**src/rtl/servo_slew_sequencer.sv**
```systemverilog
// servo_slew_sequencer
//   Feeds the four-channel servo PWM controller. The host writes per-channel
//   target widths at any time. Once per frame, each channel's commanded width
//   moves toward its target by at most STEP counts. The new widths are then
//   loaded into the PWM controller over its cs/addr/data port, which limits
//   servo slew rate and keeps compare updates at frame boundaries.
//
//   Build option: define SERVO_TARGET_CLAMP_EN to clamp host writes to
//   [MIN_PULSE, MAX_PULSE] before they are stored as targets.
//
// Ports
//   clk      system clock
//   rst      synchronous, active-high reset
//   wr_en    host target write strobe
//   wr_addr  channel addressed by the host write
//   wr_data  target pulse width
//   cs       load strobe to the PWM controller (registered)
//   addr     channel being loaded (registered)
//   data     width being loaded (registered)
//   frame    one-cycle pulse on the last cycle of each frame
//   settled  bit i high when channel i has reached its target
module servo_slew_sequencer #(
    parameter int unsigned SIGNAL_BIT_WIDTH  = 15,
    parameter int unsigned ADDRESS_BIT_WIDTH = 2,
    parameter int unsigned PWM_SIGNAL_COUNT  = 4,
    parameter int unsigned FULL_CYCLE        = 20000,
    parameter int unsigned STEP              = 10,
    parameter int unsigned RESET_PULSE       = 1500,
    parameter int unsigned MIN_PULSE         = 500,
    parameter int unsigned MAX_PULSE         = 2500
) (
    input  logic                         clk,
    input  logic                         rst,
    input  logic                         wr_en,
    input  logic [ADDRESS_BIT_WIDTH-1:0] wr_addr,
    input  logic [SIGNAL_BIT_WIDTH-1:0]  wr_data,
    output logic                         cs,
    output logic [ADDRESS_BIT_WIDTH-1:0] addr,
    output logic [SIGNAL_BIT_WIDTH-1:0]  data,
    output logic                         frame,
    output logic [PWM_SIGNAL_COUNT-1:0]  settled
);

    localparam int unsigned W     = SIGNAL_BIT_WIDTH;
    localparam int unsigned A     = ADDRESS_BIT_WIDTH;
    localparam int unsigned N     = PWM_SIGNAL_COUNT;
    localparam int unsigned CNT_W = $clog2(FULL_CYCLE);

    localparam logic [W-1:0]     RESET_W  = W'(RESET_PULSE);
    localparam logic [A-1:0]     LAST_CH  = A'(N - 1);
    localparam logic [CNT_W-1:0] LAST_CNT = CNT_W'(FULL_CYCLE - 1);
    localparam logic [W:0]       STEP_X   = (W + 1)'(STEP);

    // Parameter sanity checks, evaluated at elaboration only.
    if (N != 2 ** A) begin : g_bad_count
        $error("PWM_SIGNAL_COUNT must equal 2**ADDRESS_BIT_WIDTH");
    end
    if (N < 2 || FULL_CYCLE <= N + 1) begin : g_bad_frame
        $error("FULL_CYCLE must leave room for a full update pass");
    end
    if (MIN_PULSE > MAX_PULSE) begin : g_bad_clamp
        $error("MIN_PULSE must not exceed MAX_PULSE");
    end

    typedef enum logic [1:0] {
        INIT,
        IDLE,
        UPDATE
    } state_t;

    state_t           state, state_nxt;
    logic [A-1:0]     ch, ch_nxt;
    logic [CNT_W-1:0] frame_cnt;
    logic [W-1:0]     target  [N];
    logic [W-1:0]     current [N];

    logic             load_en;
    logic             upd_en;
    logic [A-1:0]     load_ch;
    logic [W-1:0]     load_data;
    logic [W-1:0]     new_val;
    logic [W-1:0]     wr_val;

    // Move cur toward tgt by at most STEP. The distance is computed one bit
    // wider than the data, so the result can never overshoot or wrap.
    function automatic logic [W-1:0] slew(input logic [W-1:0] cur,
                                          input logic [W-1:0] tgt);
        logic [W:0] c;
        logic [W:0] t;
        logic [W:0] r;
        c = {1'b0, cur};
        t = {1'b0, tgt};
        r = c;
        if (c < t) begin
            r = ((t - c) <= STEP_X) ? t : c + STEP_X;
        end else if (c > t) begin
            r = ((c - t) <= STEP_X) ? t : c - STEP_X;
        end
        return r[W-1:0];
    endfunction

`ifdef SERVO_TARGET_CLAMP_EN
    localparam logic [W-1:0] MIN_W = W'(MIN_PULSE);
    localparam logic [W-1:0] MAX_W = W'(MAX_PULSE);

    always_comb begin
        wr_val = wr_data;
        if (wr_data < MIN_W) begin
            wr_val = MIN_W;
        end else if (wr_data > MAX_W) begin
            wr_val = MAX_W;
        end
    end
`else
    assign wr_val = wr_data;
`endif

    assign frame = (frame_cnt == LAST_CNT);

    for (genvar gi = 0; gi < N; gi++) begin : g_settled
        assign settled[gi] = (current[gi] == target[gi]);
    end

    // State register
    always_ff @(posedge clk) begin
        if (rst) begin
            state <= INIT;
            ch    <= '0;
        end else begin
            state <= state_nxt;
            ch    <= ch_nxt;
        end
    end

    // Next-state logic.
    // Channel 0 is stepped on the frame cycle itself, so that its registered
    // load appears one cycle after the pulse. UPDATE then covers channels
    // 1..N-1.
    always_comb begin
        state_nxt = state;
        ch_nxt    = ch;
        unique case (state)
            INIT: begin
                ch_nxt = ch + 1'b1;
                if (ch == LAST_CH) begin
                    state_nxt = IDLE;
                end
            end
            IDLE: begin
                if (frame) begin
                    ch_nxt    = A'(1);
                    state_nxt = UPDATE;
                end
            end
            UPDATE: begin
                ch_nxt = ch + 1'b1;
                if (ch == LAST_CH) begin
                    state_nxt = IDLE;
                end
            end
            default: begin
                ch_nxt    = '0;
                state_nxt = INIT;
            end
        endcase
    end

    // Output / load-selection logic
    always_comb begin
        load_en = 1'b0;
        upd_en  = 1'b0;
        load_ch = ch;
        unique case (state)
            INIT: begin
                load_en = 1'b1;
            end
            IDLE: begin
                if (frame) begin
                    load_en = 1'b1;
                    upd_en  = 1'b1;
                    load_ch = '0;
                end
            end
            UPDATE: begin
                load_en = 1'b1;
                upd_en  = 1'b1;
            end
            default: begin
                load_en = 1'b0;
            end
        endcase
        new_val   = slew(current[load_ch], target[load_ch]);
        load_data = upd_en ? new_val : current[load_ch];
    end

    // Datapath registers: frame counter, channel state, load port.
    // The update reads the target register before this edge's host write
    // lands, so a same-cycle write takes effect from the next frame.
    always_ff @(posedge clk) begin
        if (rst) begin
            frame_cnt <= '0;
            cs        <= 1'b0;
            addr      <= '0;
            data      <= '0;
            for (int unsigned i = 0; i < N; i++) begin
                target[i]  <= RESET_W;
                current[i] <= RESET_W;
            end
        end else begin
            frame_cnt <= frame ? '0 : frame_cnt + 1'b1;
            cs        <= load_en;
            addr      <= load_en ? load_ch : '0;
            data      <= load_en ? load_data : '0;
            if (upd_en) begin
                current[load_ch] <= new_val;
            end
            if (wr_en) begin
                target[wr_addr] <= wr_val;
            end
        end
    end

endmodule

```
**config.mk**
```make
export PLATFORM = sky130hd
export DESIGN_NAME = servo_slew_sequencer
export DESIGN_NICKNAME = d
export VERILOG_FILES = /design/src/rtl/servo_slew_sequencer.sv
export SDC_FILE = /design/constraint.sdc
export NUM_CORES = 1
export LEC_CHECK = 0
export CORE_MARGIN = 4
export CORE_UTILIZATION = 55
export CTS_BUF_LIST = sky130_fd_sc_hd__clkbuf_8
export DETAILED_ROUTE_END_ITERATION = 8
export PLACE_DENSITY = 0.81
export REMOVE_ABC_BUFFERS = 1
export SYNTH_ARGS = -nofsm -noshare
export SYNTH_HDL_FRONTEND = slang
export SYNTH_SLANG_ARGS = --single-unit
export TNS_END_PERCENT = 10
```
**constraint.sdc**
```tcl
create_clock -name clk -period 8.7 [get_ports clk]
set_clock_uncertainty 0.05 [all_clocks]
set_input_delay 1.305 -clock clk [delete_from_list [all_inputs] [get_ports clk]]
set_output_delay 1.305 -clock clk [all_outputs]
set_load 0.02 [all_outputs]
```
==> results of run 1 <==
-- worst min-delay path by stage --
stage	cells after the start	end	slack, ns	startpoint
floorplan	1	frame_cnt[0]	0.38	frame_cnt[0]
global placement	1	frame_cnt[0]	0.39	frame_cnt[0]
detailed placement	1	frame_cnt[0]	0.41	frame_cnt[0]
CTS	1	frame_cnt[0]	0.44	frame_cnt[0]
global route	1	frame_cnt[0]	0.46	frame_cnt[0]
finish	1	frame_cnt[0]	0.43	frame_cnt[0]
-- layer usage --
layer | GRT usage | vias to the layer above
li1 | - | 4304
met5 | 0 | -
met4 | 0.1657 | 0
met2 | 0.4760 | 660
met3 | 0.04740 | 136
met1 | 0.3942 | 4522
-- sequential cells by signal, summed over array words and instances, names as in the netlist --
name / flops
addr: 2
current: 60
state: 2
cs: 1
data: 15
target: 60
frame_cnt: 15
ch: 2
-- Yosys cell counts, types with 10 or more instances --
cell and number:
xnor2_1 92, clkbuf_1 45, or3_1 10, o21ai_0 28, nand2b_1 36, nor2b_1 10, a31oi_1 14, o21a_1 11
dfxtp_1 37, inv_1 45, xor2_1 16, and3_1 12, ha_1 37, and2_1 37, a21o_1 17, edfxtp_1 120
o221ai_1 18, nand4_1 26, nor2_1 117, nand3_1 50, a21oi_1 52, nor3_1 31, mux2i_1 22, nand2_1 98
-- cells by family after synthesis --
logic type / after synthesis / share of synthesized area
AO/OA/AOI/OAI: 244 / 0.1655
XOR/XNOR: 110 / 0.09188
adder cells (fa/ha/maj): 41 / 0.04812
buffers and inverters: 112 / 0.04181
flip-flops: 157 / 0.3988
multiplexers: 33 / 0.03365
AND/OR/NAND/NOR: 469 / 0.2203
-- critical path, cell delays in order, from the launching register on --
cell and delay (ns):
dfxtp_1 0.40, inv_1 0.12, ha_1 0.28, and3_1 0.23, nand4_2 0.12, buf_4 0.26, and2_1 0.68, nand2_1 0.13
nand3_1 0.13, o221ai_1 0.26, inv_1 0.13, ha_1 0.46, and2_1 0.32, nand2_1 0.14, nor2_1 0.14, a2111oi_0 0.71
o21ai_1 0.23, nor4_4 0.79, mux2i_1 0.23, o21ai_0 0.54, and3_1 0.25, a21oi_1 0.05
-- power by group --
part | switching [mW] | total [mW] | internal [mW] | leakage [nW]
logic | 1.99 | 3.09 | 1.10 | 2.63
clock network | 0.303 | 0.593 | 0.289 | 0.210
registers | 0.0700 | 0.937 | 0.867 | 1.41
-- area by class of cell --
cell class              count  share of cell area
flip-flops and latches    157              0.3636
clock buffers              17             0.01958
clock inverters            15             0.01539
multi-input cells         897              0.5112
repair buffers             61             0.04712
inverters                  49             0.01539
well taps                 265             0.02775
==> impl_metrics.csv, run 1 <==
group,metric,value,unit
run_status,run_status,"completed",
critical_path,cp.required,8.83,ns
yosys,synth_edf_count,120,
power,p_leak,4.256,nW
place,place.gp.congestion,0.9409,
cts,cts_setup_buffers,0,
cts,cts.sinks,157,
yosys,ys_ff_latch,157,
detailed_routing,ant_nets,0,
timing,finalHoldViolCount,0,
grt,grt_pass1_wl,51.36,mm
detailed_routing,wire_per_inst,22.65,um
layout,n_fill_cell,1639,
power,vdd_ir_drop_max,0.0001921,V
critical_path,rr_worst_depth,21,
detailed_routing,routed_wirelength,33.10,mm
cts,clock_latency,0.47,ns
detailed_routing,highest_layer,"met4",
layout,layout_commonest_cell,"edfxtp_1",
power,p_total,4.622,mW
yosys,synth_warnings,0,
critical_path,timing.rr.start,"state[1]",
place,place_ws,2.043,ns
layout,layout-drive-gt1-share,0.09030,
layout,layoutNonFillerInstCount,1461,
layout,fin_util,0.6140,
yosys,yosys.area.top_type,"edfxtp_1",
grt,grt_start_max_net_pins,43,
timing,final_max_slew_viol_count,0,
layout,n_antenna_cell,0,
yosys,synth_cells,1166,
place,dp.final_hpwl,24.61,mm
detailed_routing,routedLengthMet1,12.71,mm
detailed_routing,via_count,9622,
cts,clk_pin_slew,0.10,ns
yosys,async_reset_ff_frac,0,
layout,layout_common_cells,"edfxtp_1 (120), nor2_1 (117), nand2_1 (98), xnor2_1 (92), a21oi_1 (52)",
yosys,synth_top_area_share,0.3308,
detailed_routing,drcViolationCount,0,
yosys,ys_seq_area_frac,0.3988,
critical_path,cp_max_fo,21,
critical_path,arrival,7.10,ns
yosys,synth.cell_area,0.01089,sq mm
timing,rsz0062_at_grt,"false",
detailed_routing,drt-initial-drc-count,1412,
critical_path,crit_end,"current[3][2]",
layout,area_delta_synth_final,9.693,%
die,core_area,0.01946,sq mm
detailed_routing,route.met3.wl,3.252,mm
place,io_buffers,42,
layout,finalInstanceArea,0.01195,sq mm
grt,overflow,0,
die,initial_core_util,0.5598,
place,placed_cells,1429,
power,pwr_density_cell,386.8,mW/mm^2
cts,cts_buffer_depth,2,
die,dieArea,0.02212,sq mm
timing,period_share,0.8008,
layout,seq_area,0.004345,sq mm
timing,max-slew-margin-rel,0.3019,
yosys,synth.avg_cell_area,9.343,sq um
timing,min_period,6.967,ns
yosys,synth_area_leaders,"edfxtp_1 (33%), xnor2_1 (7.4%), dfxtp_1 (6.8%), ha_1 (4.2%), nor2_1 (4.0%)",
timing,setup_viol,0,
timing,worstMarginPinSlew,1.047,ns
critical_path,rr_endpoint,"current[3][2]",
cts,cts_tree,"done",
layout,nets,1242,
critical_path,startpoint_type,"flip-flop",
place,placed_cell_area,0.01153,sq mm
cts,cts_max_level,4,
detailed_routing,met2_wirelength,15.19,mm
grt,grtUsageTotal,0.2997,
timing,fmax,0.1435,GHz
timing,holdWs,0.4325,ns
critical_path,critPathCaptureType,"flip-flop",
critical_path,worstSetupPathType,"flip-flop to flip-flop",
timing,finalWorstSetupSlack,1.733,ns
detailed_routing,drt-vias-per-instance,6.586,
min_path,hold_class,"flip-flop to flip-flop",
die,boundaryPins,43,
job,drv_cap,0,
cts,holdBufCountCts,0,
timing,tns,0,ns
yosys,ys.flop_type,"edfxtp_1",
cts,cts_resized,0,
layout,multi_input_area,0.006108,sq mm
grt,antenna_found_initial,0,
yosys,synth_cell_type_count,87,
critical_path,crit_start,"state[1]",
die,row_count,51,
die,die_w,148.7,um
detailed_routing,drtPass1Iterations,8,
grt,first_global_vias,9163,
cts,cts_root_buf,"clkbuf_8",
die,die_h,148.7,um
critical_path,reg2reg_slack,1.73,ns
cts,cts_buffers,17,
No activity file was read; power rests on OpenSTA's default activity.
==> run 2, diff against run 1 <==
==> constraint.sdc (replaced) <==
create_clock -name clk -period 7.3 [get_ports clk]
set_clock_uncertainty 0.05 [all_clocks]
set_input_delay 1.095 -clock clk [delete_from_list [all_inputs] [get_ports clk]]
set_output_delay 1.095 -clock clk [all_outputs]
set_load 0.02 [all_outputs]
==> run 2 against run 1 <==
  * Sequential power increased by 17%
  * Design area about the same
  * Total power increased by 18%
  * Critical path depth increased by 1
  * Maximum frequency increased by 8.9%
  * Combinational power increased by 21%
  * Wire length decreased by 1.0%
  * Global-route usage decreased by 0.46 points
  * Hold slack got worse by 0.011 ns
  * Largest power group unchanged
  * Highest routed layer unchanged
==> impl_metrics.csv, run 2 (synthesis gave the netlist of run 1 again) <==
group,metric,value,unit
cts,cts_buffers,17,
die,row_count,51,
detailed_routing,via_count,9506,
cts,cts_resized,0,
timing,final_max_slew_viol_count,0,
critical_path,rr_endpoint,"current[3][10]",
critical_path,critPathCaptureType,"flip-flop",
critical_path,cp.required,7.46,ns
layout,layout-drive-gt1-share,0.09718,
grt,antenna_found_initial,0,
critical_path,crit_end,"current[3][10]",
power,pwr_density_cell,455.3,mW/mm^2
detailed_routing,drcViolationCount,0,
cts,cts_setup_buffers,0,
detailed_routing,drt-vias-per-instance,6.471,
grt,grtUsageTotal,0.2951,
cts,holdBufCountCts,0,
critical_path,crit_start,"frame_cnt[0]",
detailed_routing,ant_nets,0,
timing,tns,0,ns
die,initial_core_util,0.5598,
die,boundaryPins,43,
timing,fmax,0.1563,GHz
layout,n_antenna_cell,0,
job,drv_cap,0,
detailed_routing,drt-initial-drc-count,1289,
run_status,run_status,"completed",
critical_path,worstSetupPathType,"flip-flop to flip-flop",
layout,top_regs,"current (60), target (60)",
die,die_h,148.7,um
power,p_leak,4.280,nW
grt,first_global_vias,8939,
critical_path,cp_max_fo,18,
place,place.gp.congestion,0.9747,
min_path,hold_start,"frame_cnt[0]",
timing,rsz0062_at_grt,"false",
cts,cts_buffer_depth,2,
power,p_total,5.442,mW
timing,finalHoldViolCount,0,
grt,overflow,0,
die,core_area,0.01946,sq mm
cts,clk_pin_slew,0.09,ns
critical_path,reg2reg_slack,0.90,ns
detailed_routing,drtPass1Iterations,8,
cts,cts_max_level,4,
cts,cts_tree,"done",
place,io_buffers,42,
timing,max-slew-margin-rel,0.3207,
detailed_routing,routed_wirelength,32.76,mm
layout,layout_commonest_cell,"edfxtp_1",
cts,clock_latency,0.48,ns
place,dp.final_hpwl,24.55,mm
critical_path,startpoint_type,"flip-flop",
grt,grt_pass1_wl,50.42,mm
critical_path,rr_worst_depth,22,
layout,area_delta_synth_final,9.716,%
timing,period_share,0.8766,
die,dieArea,0.02212,sq mm
grt,grt_start_max_net_pins,43,
layout,layout_common_cells,"edfxtp_1 (120), nor2_1 (117), nand2_1 (98), xnor2_1 (92), a21oi_1 (52)",
cts,cts_root_buf,"clkbuf_8",
critical_path,timing.rr.start,"frame_cnt[0]",
timing,setup_viol,0,
detailed_routing,wire_per_inst,22.30,um
critical_path,arrival,6.56,ns
die,die_w,148.7,um
power,vdd_ir_drop_max,0.0002446,V
timing,worstMarginPinSlew,1.017,ns
cts,cts.sinks,157,
timing,min_period,6.399,ns
min_path,hold_class,"flip-flop to flip-flop",
layout,nets,1250,
==> run 2: cell count changes in the layout (fill, tap and decap cells not counted) <==
cell / previous run / this run
inv_8: 2 / 3
clkinv_4: 0 / 4
clkinv_2: 1 / 2
buf_4: 19 / 27
clkinvlp_4: 2 / 0
bufinv_16: 3 / 0
clkinv_1: 3 / 2
==> run 2: worst min-delay path by stage <==
| stage | endpoint | depth (start not counted) |
|---|---|---|
| 6_report | frame_cnt[0] | 1 |
| 3_3_place_gp | frame_cnt[0] | 1 |
| 5_1_grt | frame_cnt[0] | 1 |
| 2_1_floorplan | frame_cnt[0] | 1 |
| 4_1_cts | frame_cnt[0] | 1 |
| 3_5_place_dp | frame_cnt[0] | 1 |
==> run 2: layer usage <==
| layer | GRT usage | vias up | share of wire |
|---|---|---|---|
| met1 | 0.3886 | 4476 | 0.39 |
| met5 | 0 | - | 0 |
| li1 | - | 4308 | - |
| met4 | 0.1286 | 0 | 0.050 |
| met3 | 0.04315 | 115 | 0.093 |
| met2 | 0.4881 | 607 | 0.47 |
==> run 2: metrics by stage <==
step,setup WS [ns],cells,util,hold WS (ns),instance area (sq um)
2_1_floorplan,0.7307,1103,-,0.3763,10620
3_3_place_gp,1.119,1437,0.5956,0.3909,11590
3_5_place_dp,1.090,1437,0.5956,0.4028,11590
4_1_cts,1.021,1469,0.6141,0.4248,11950
5_1_grt,0.4763,1469,0.6141,0.4426,11950
6_report,0.9005,1469,0.6141,0.4212,11950
==> run 2: final cells by class <==
class / instances / area, sq um
flip-flops and latches: 157 / 4345
repair buffers: 69 / 623.1
multi-input cells: 897 / 6108
inverters: 49 / 183.9
clock inverters: 15 / 126.4
well taps: 265 / 331.6
clock buffers: 17 / 234.0
fillers: 1640 / 7510
==> run 2: power by group <==
group / total (mW) / internal [mW] / switching (mW)
Combinational: 3.73 / 1.33 / 2.40
Sequential: 1.10 / 1.03 / 0.0639
Clock: 0.618 / 0.247 / 0.372
Total: 5.44 / 2.61 / 2.84
==> run 2: worst max-delay path, cell delays in order (launching register included) <==
cell	delay (ns)
dfxtp_1	0.38
ha_1	0.23
and4_1	0.41
a41oi_2	0.48
buf_4	0.35
nand2_1	0.07
o221a_2	0.31
inv_1	0.11
ha_1	0.30
buf_4	0.19
and2_0	0.26
and3_1	0.29
a221oi_1	0.42
o21ai_0	0.16
a31oi_1	0.15
o31ai_1	0.10
xor2_1	0.17
nor4_2	0.31
o2111ai_2	0.15
buf_4	0.24
o21a_1	0.38
o221ai_1	0.48
nand2_1	0.11
